**config.mk**
```make
export PLATFORM = sky130hd
export DESIGN_NAME = icache_line_fetcher
export DESIGN_NICKNAME = d
export VERILOG_FILES = /design/src/rtl/icache_line_fetcher_pkg.sv /design/src/rtl/icache_line_array.sv /design/src/rtl/icache_line_fetcher.sv
export SDC_FILE = /design/constraint.sdc
export NUM_CORES = 2
export LEC_CHECK = 0
export ABC_AREA = 1
export CORE_ASPECT_RATIO = 1.25
export CORE_UTILIZATION = 30
export DETAILED_ROUTE_END_ITERATION = 12
export PLACE_DENSITY_LB_ADDON = 0.1
export SETUP_SLACK_MARGIN = 0.15
export SLEW_MARGIN = 0
export SYNTH_ARGS = -nofsm -noshare
export SYNTH_HDL_FRONTEND = slang
export SYNTH_SLANG_ARGS = --single-unit
```
**constraint.sdc**
```tcl
create_clock -name clk -period 6.57 [get_ports clk]
set_clock_uncertainty 0.15 [all_clocks]
set_input_delay 1.314 -clock clk [delete_from_list [all_inputs] [get_ports clk]]
set_output_delay 1.314 -clock clk [all_outputs]
set_load 0.02 [all_outputs]
```
**src/rtl/icache_line_fetcher_pkg.sv**
```systemverilog
// Shared constants for the line-based instruction fetcher: truth values,
// instruction width, refill FSM encoding and address-field width helpers.
package icache_line_fetcher_pkg;

  localparam logic TRUE  = 1'b1;
  localparam logic FALSE = 1'b0;

  localparam int DATA_WIDTH = 32;
  // Byte offset inside a 32-bit word; instructions are word aligned.
  localparam int BYTE_OFF_W = 2;

  typedef enum logic [1:0] {
    IDLE   = 2'd0,
    REFILL = 2'd1,
    DRAIN  = 2'd2
  } fetch_state_t;

  // Number of address bits taken by a field holding n entries (0 when n==1).
  function automatic int field_w(input int n);
    return (n > 1) ? $clog2(n) : 0;
  endfunction

  // Width of an index into an n-entry array; never narrower than one bit.
  function automatic int index_w(input int n);
    return (n > 1) ? $clog2(n) : 1;
  endfunction

endpackage

```
**src/rtl/icache_line_array.sv**
```systemverilog
// Tag/valid/data storage of the direct-mapped instruction cache.
// Read side is combinational (zero-latency hit); write side offers a line
// allocate port (new tag, valid cleared), a per-word data port, a line
// validate strobe and a whole-cache invalidate.
module icache_line_array
  import icache_line_fetcher_pkg::*;
#(
  parameter int NUM_LINES  = 16,
  parameter int LINE_WORDS = 4,
  parameter int TAG_W      = 24,
  parameter int IDX_W      = 4,
  parameter int OFF_B      = 2
) (
  input  logic                  clk,
  input  logic                  rst,
  // lookup
  input  logic [IDX_W-1:0]      rd_idx,
  input  logic [OFF_B-1:0]      rd_off,
  input  logic [TAG_W-1:0]      rd_tag,
  output logic                  rd_hit,
  output logic [DATA_WIDTH-1:0] rd_data,
  // line allocate: write tag, drop valid so a partial line never hits
  input  logic                  alloc_we,
  input  logic [IDX_W-1:0]      alloc_idx,
  input  logic [TAG_W-1:0]      alloc_tag,
  // per-word refill write and line completion
  input  logic                  word_we,
  input  logic [IDX_W-1:0]      word_idx,
  input  logic [OFF_B-1:0]      word_off,
  input  logic [DATA_WIDTH-1:0] word_data,
  input  logic                  line_valid_we,
  // clear every valid bit; wins over line completion in the same cycle
  input  logic                  invalidate_all
);

  logic [NUM_LINES-1:0] valid;
  logic [TAG_W-1:0]      tags     [NUM_LINES];
  logic [DATA_WIDTH-1:0] data_mem [NUM_LINES][LINE_WORDS];

  // Valid bits: reset/invalidate clear all, allocate clears one, completion sets one.
  always_ff @(posedge clk) begin
    if (rst || invalidate_all) begin
      valid <= '0;
    end else begin
      if (alloc_we) valid[alloc_idx] <= FALSE;
      if (line_valid_we) valid[word_idx] <= TRUE;
    end
  end

  // Tag store, written when a refill starts.
  always_ff @(posedge clk) begin
    if (alloc_we) tags[alloc_idx] <= alloc_tag;
  end

  // Data store, one word per refill response.
  always_ff @(posedge clk) begin
    if (word_we) data_mem[word_idx][word_off] <= word_data;
  end

  // Combinational lookup; data reads as zero on a miss.
  always_comb begin
    rd_hit  = valid[rd_idx] && (tags[rd_idx] == rd_tag);
    rd_data = '0;
    if (rd_hit) rd_data = data_mem[rd_idx][rd_off];
  end

endmodule

```
**src/rtl/icache_line_fetcher.sv**
```systemverilog
// Instruction fetch unit with a direct-mapped, multi-word-line I-cache.
// Hits deliver in the same cycle; a miss refills the whole line one word at a
// time, and a flush or invalidate during refill drains the outstanding request.
//
// Memory handshake: out_mem_ena is a one-cycle request pulse carrying
// out_address; in_mem_ready is a one-cycle response strobe carrying
// in_mem_inst. At most one request is outstanding, so the next pulse is only
// issued in the cycle after the previous response has been accepted.
module icache_line_fetcher
  import icache_line_fetcher_pkg::*;
#(
  parameter int ADDR_W     = 32,
  parameter int NUM_LINES  = 16,
  parameter int LINE_WORDS = 4
) (
  input  logic                  clk,
  input  logic                  rst,
  input  logic                  ena,
  input  logic [ADDR_W-1:0]     in_pc,
  input  logic                  in_flush,
  input  logic                  in_invalidate,
  input  logic                  in_result_taken,
  output logic [ADDR_W-1:0]     out_pc_query,
  output logic                  out_pc_reg_ena,
  output logic                  out_decoder_ena,
  output logic [DATA_WIDTH-1:0] out_inst,
  output logic [ADDR_W-1:0]     out_decoder_pc,
  output logic                  out_branch_taken,
  output logic                  out_mem_ena,
  output logic [ADDR_W-1:0]     out_address,
  input  logic                  in_mem_ready,
  input  logic [DATA_WIDTH-1:0] in_mem_inst
);

  localparam int OFF_W = field_w(LINE_WORDS);
  localparam int IDX_W = field_w(NUM_LINES);
  localparam int OFF_B = index_w(LINE_WORDS);
  localparam int TAG_W = ADDR_W - IDX_W - OFF_W - BYTE_OFF_W;
  localparam logic [ADDR_W-1:0] LINE_MASK = ~ADDR_W'(LINE_WORDS * 4 - 1);
  localparam logic [OFF_B-1:0]  LAST_WORD = OFF_B'(LINE_WORDS - 1);

  fetch_state_t      state;
  logic [ADDR_W-1:0] base;
  logic [OFF_B-1:0]  word_cnt;

  logic [OFF_B-1:0]      pc_off;
  logic [IDX_W-1:0]      pc_idx;
  logic [TAG_W-1:0]      pc_tag;
  logic [IDX_W-1:0]      base_idx;
  logic                  hit;
  logic [DATA_WIDTH-1:0] rd_data;
  logic                  miss_start;
  logic                  refill_abort;
  logic                  word_we;
  logic                  line_done;
  logic [ADDR_W-1:0]     next_address;

  // Address split, lookup qualification and FSM strobes.
  always_comb begin
    pc_off       = OFF_B'((in_pc >> BYTE_OFF_W) & ADDR_W'(LINE_WORDS - 1));
    pc_idx       = IDX_W'(in_pc >> (OFF_W + BYTE_OFF_W));
    pc_tag       = TAG_W'(in_pc >> (IDX_W + OFF_W + BYTE_OFF_W));
    base_idx     = IDX_W'(base >> (OFF_W + BYTE_OFF_W));
    miss_start   = (state == IDLE) && ena && !hit && !in_flush && !in_invalidate;
    refill_abort = (state == REFILL) && (in_flush || in_invalidate);
    word_we      = (state == REFILL) && in_mem_ready && !refill_abort;
    line_done    = word_we && (word_cnt == LAST_WORD);
    // OR keeps the address inside the line, so the top line needs no special case.
    next_address = base | (ADDR_W'(word_cnt + OFF_B'(1)) << BYTE_OFF_W);
  end

  // Decoder-facing outputs: zero-latency delivery, PC advances only on delivery.
  always_comb begin
    out_pc_query     = in_pc;
    out_decoder_ena  = ena && hit && (state == IDLE) && !in_flush;
    out_pc_reg_ena   = out_decoder_ena;
    out_inst         = rd_data;
    out_decoder_pc   = in_pc;
    out_branch_taken = in_result_taken;
  end

  icache_line_array #(
    .NUM_LINES (NUM_LINES),
    .LINE_WORDS(LINE_WORDS),
    .TAG_W     (TAG_W),
    .IDX_W     (IDX_W),
    .OFF_B     (OFF_B)
  ) u_array (
    .clk           (clk),
    .rst           (rst),
    .rd_idx        (pc_idx),
    .rd_off        (pc_off),
    .rd_tag        (pc_tag),
    .rd_hit        (hit),
    .rd_data       (rd_data),
    .alloc_we      (miss_start),
    .alloc_idx     (pc_idx),
    .alloc_tag     (pc_tag),
    .word_we       (word_we),
    .word_idx      (base_idx),
    .word_off      (word_cnt),
    .word_data     (in_mem_inst),
    .line_valid_we (line_done),
    .invalidate_all(in_invalidate)
  );

  // Refill FSM with registered memory request outputs.
  always_ff @(posedge clk) begin
    if (rst) begin
      state       <= IDLE;
      base        <= '0;
      word_cnt    <= '0;
      out_mem_ena <= FALSE;
      out_address <= '0;
    end else begin
      out_mem_ena <= FALSE;
      case (state)
        IDLE: begin
          if (miss_start) begin
            state       <= REFILL;
            base        <= in_pc & LINE_MASK;
            word_cnt    <= '0;
            out_mem_ena <= TRUE;
            out_address <= in_pc & LINE_MASK;
          end
        end
        REFILL: begin
          if (refill_abort) begin
            // A response in the abort cycle retires the request; nothing left to drain.
            state <= in_mem_ready ? IDLE : DRAIN;
          end else if (in_mem_ready) begin
            if (word_cnt == LAST_WORD) begin
              state <= IDLE;
            end else begin
              word_cnt    <= word_cnt + OFF_B'(1);
              out_mem_ena <= TRUE;
              out_address <= next_address;
            end
          end
        end
        DRAIN: begin
          if (in_mem_ready) state <= IDLE;
        end
        default: state <= IDLE;
      endcase
    end
  end

endmodule
```
==> results.md <==
| Result | Reported |
|---|---|
| Run status | finished clean |
| Number of library cell types mapped by synthesis | 42 |
| Compound-Gate Fraction of Synth Area | 11.4% |
| CP arrival | 4850 ps |
| Startpoint type of the worst setup path | input pin |
| Hold-critical path depth | 2 |
| Wire length on met1 | 146 mm |
| Transition time at the pin with the least slew margin | 1300 ps |
| Final weighted congestion of routability-driven global placement | 0.796 |
| Max-slew violation count | 0 |
| Hold_sp | base[25]$_SDFFE_PP0P_ |
| DR WL met3 | 16.5 mm |
| Sequential element share of the synthesized area | 79.1% |
| Worst setup slack for register-to-register paths | 2350 ps |
| Avg Cell Area, Syn | 14.6 um^2 |
| Number of I/O pins | 203 |
| Reported leakage power | 0.0365 uW |
| Main synth FF type | sky130_fd_sc_hd__edfxtp_1 |
| CTS Sinks | 2509 |
| Post-route minimum period | 6320 ps |
| Worst hold path class | reg -> reg |
| Critical path buffers and inverters | 5 |
| Wire length of the first global-routing pass | 474 mm |
| Post-CTS Setup Inserts | 0 |
| Highest attainable clock frequency | 158 MHz |
| Remaining global-route overflow | 0 |
| Hold Path End | base[25]$_SDFFE_PP0P_ |
| Die Wd | 504 um |
| Power per standard cell area | 308 mW/mm^2 |
| Share of synthesized cell area in and, or, nand and nor gates | 6.64% |
| Number of DRC markers after the initial detailed-route iteration | 5431 |
| WL per Instance | 30.4 um |
| Max VDD drop | 0.174 mV |
| Type of destination of the critical path | output port |
| Mapped cell area | 0.0943 mm^2 |
| #FFs+latches synth | 2509 |
| Post-cts hold buffer count | 0 |
| TritonCTS Buffers | 280 |
| Overall routing resource usage | 21.2% |
| Max H-tree Level | 5 |
| Master cell of the clock root buffer | sky130_fd_sc_hd__clkbuf_16 |
| Crit Path Category | in -> out |
| Post-synthesis mux area share | 0% |
| Critical path cell sequence | buf_2 > buf_4 > nor2_4 > inv_8 > buf_12 > o22ai_1 > o21ai_0 > a41oi_1 > o21ai_0 > o21ai_0 > nor3_1 > clkdlybuf4s50_1 |
| Final Cycle Share | 96.1% |
| Worst R2R End | u_array.data_mem[0][24]$_DFFE_PP_ |
| Data required time of the critical path | 5110 ps |
| TNS Setup | 0 ps |
| Share of the core filled with cells | 36.3% |
| Drt total wl | 343 mm |
| Total power after layout | 34900 uW |
| Family with the most delay on the worst path | buffers and inverters |
| RR Startpoint | state[0]$_SDFFE_PP0P_ |
| XOR/XNOR share of the synthesized area | 0% |
| Highest routed layer | met5 |
| Clock transition at the register clock pins on the worst setup and hold paths after CTS | 60 ps |
| Number of core rows | 229 |
| Cell mode on critical path | sky130_fd_sc_hd__o21ai_0 |
| Hold violation total from the final report | 0 |
| Finished Layout Cells | 11301 |
| Setup-violating endpoint count in the final report | 0 |
| CP peak stage delay | 650 ps |
| Initial Util | 30.2% |
| Final net count | 6993 |
| Floorplan die area | 0.317 mm^2 |
| Largest net degree at the start of global routing | 88 |
| Vias | 59301 |
| TritonCTS clock tree | yes |
| Proportion of layout cells with a drive suffix above 1 | 14.3% |
| Height of the die | 629 um |
| Via count of the first global-routing pass | 58834 |
| Standard cell with the maximum stage delay on the critical path | sky130_fd_sc_hd__clkdlybuf4s50_1 |
| Dominant combinational cell family by area after synthesis | compound AO/OA/AOI/OAI gates |
| Insertion delay of the later-clocked pin in the worst-skew pair | 870 ps |
| Maximum root-to-sink buffer count | 4 |
| Cell count after synthesis | 6454 |
| Detailed-routing iteration count for the pre-antenna-repair pass | 6 |
| Total length of routed met2 wires | 174 mm |
| Detailed placement HPWL | 195 mm |
| Crit Path Max Fanout | 29 |
| Quantity of I/O buffers inserted on ports | 192 |
| Max-cap violations | 0 |
| Relative max-transition margin | 13.4% |
| R2R depth | 10 |
| DRC violation count after routing | 0 |
| Via count normalized by instance count | 5.25 |
| Relative area change from synthesis to final layout | 19.9% |
| Share of synthesized registers carrying an async set or reset | 0% |
| Number of warnings reported in the yosys synthesis log | 0 |
| Number of enable-type register cells in the synthesized netlist | 2432 |
| Unrepaired setup endpoints after global routing | false |
| Cell count after placement | 10792 |
| Number of antenna violations at the first check in global routing | 23 |
| Adder and majority cell fraction of the synthesized area | 0.0531% |
| Area of the core | 0.312 mm^2 |
| Detail Route Antenna Nets | 0 |
==> sequential cells by signal, indices dropped and copies added (netlist names) <==
register	flops
u_array.data_mem	2048
base	28
out_mem_ena	1
state	2
u_array.tags	384
out_address	29
u_array.valid	16
word_cnt	1
==> metrics by stage <==
stage / cell area, um^2 / setup slack (ps) / hold WS [ps]
5_1_grt: 113000 / 161 / 326
4_1_cts: 113000 / 169 / 311
2_1_floorplan: 94300 / 1240 / 289
3_3_place_gp: 104000 / -331 / 298
3_5_place_dp: 104000 / -352 / 304
6_report: 113000 / 254 / 309
==> layer usage <==
metal / global-route usage, % / vias to the layer above
met5: 0 / -
met4: 4.30 / 2
li1: - / 25912
met3: 2.75 / 362
met2: 37.0 / 1733
met1: 27.9 / 31292
==> power by group <==
part	total (uW)	switching (uW)	leakage [uW]	internal, uW
Sequential	17600	14.2	0.0225	17600
Combinational	1940	1380	0.00974	558
Clock	15400	6490	0.00430	8870
==> cells in the mapped netlist (all sizes together), types with 3 or more instances <==
cell type	instances	share of area [%]
edfxtp	2432	77
nand2	1041	4.2
o22ai	992	6.6
o21ai	587	3.1
clkbuf	262	1.0
buf	225	1.4
nor2	205	0.83
nand3	116	0.62
a21oi	113	0.60
inv	109	0.43
dfxtp	77	1.6
nand4	67	0.44
nor3	56	0.30
a41oi	44	0.41
a22oi	30	0.24
nand3b	29	0.23
o221ai	17	0.16
o21bai	11	0.088
o211ai	8	0.064
o22a	7	0.065
ha	4	0.053
a22o	3	0.028
and3	3	0.020
==> placed cells by master (no fill, tap or decap), drive strengths merged, types with 2 or more instances in the layout <==
cell type / n
edfxtp: 2432
nand2: 1041
o22ai: 992
o21ai: 587
buf: 534
clkbuf: 343
nor2: 205
clkdlybuf4s50: 130
clkinv: 122
inv: 119
nand3: 116
a21oi: 113
dfxtp: 77
nand4: 67
nor3: 56
a41oi: 44
a22oi: 30
nand3b: 29
bufinv: 20
o221ai: 17
diode: 13
o21bai: 11
o211ai: 8
o22a: 7
ha: 4
a22o: 3
and3: 3
clkinvlp: 3
a221oi: 2
nor4: 2
nor3b: 2
conb: 2
a21boi: 2
==> worst register-to-register path, stage by stage, from the launching register on <==
cell	delay, ps
sky130_fd_sc_hd__dfxtp_1	330
sky130_fd_sc_hd__inv_1	90
sky130_fd_sc_hd__nor2_4	90
sky130_fd_sc_hd__inv_1	40
sky130_fd_sc_hd__buf_4	190
sky130_fd_sc_hd__nor2_1	130
sky130_fd_sc_hd__nand2_1	90
sky130_fd_sc_hd__nor2_1	710
sky130_fd_sc_hd__inv_1	730
sky130_fd_sc_hd__nor2_4	970
sky130_fd_sc_hd__buf_12	320
==> logic make-up after synthesis <==
kind of cell	count (synthesis)
AOI/OAI and AO/OA	1818
buffers and inverters	598
other	1
adders and majority gates	4
DFF	2509
and+or+nand+nor	1524
==> area by class of cell <==
| type | count | area, um^2 |
|---|---|---|
| fill | 29614 | 199000 |
| sequential | 2509 | 74600 |
| multi-input combinational | 3348 | 17800 |
| clock buffer | 342 | 7470 |
| timing repair buffer | 667 | 6350 |
| tap | 4158 | 5200 |
| clock inverter | 152 | 1280 |
| inverter | 111 | 452 |
| antenna | 13 | 32.5 |
| timing repair inverter | 1 | 8.76 |
==> repair_timing <==
action,4_1_cts,5_1_grt
pin swaps,2,0
resized for setup,21,5
endpoints found under the hold margin,0,0
endpoints found under the setup margin,18,15
cloned,1,1
==> how the worst max path moves through the flow <==
stage / from / endpoint / slack [ps] / cells after the start
finish: in_pc[5] / out_inst[11] / 250 / 12
global placement: in_pc[6] / out_inst[30] / -330 / 16
CTS: in_pc[7] / out_inst[11] / 170 / 15
detailed placement: in_pc[6] / out_inst[30] / -350 / 15
floorplan: in_pc[4] / u_array.tags[0][0]$_DFFE_PP_ / 1240 / 22
global route: in_pc[6] / out_inst[15] / 160 / 15
Note: power is estimated with default switching activity, not from simulation.
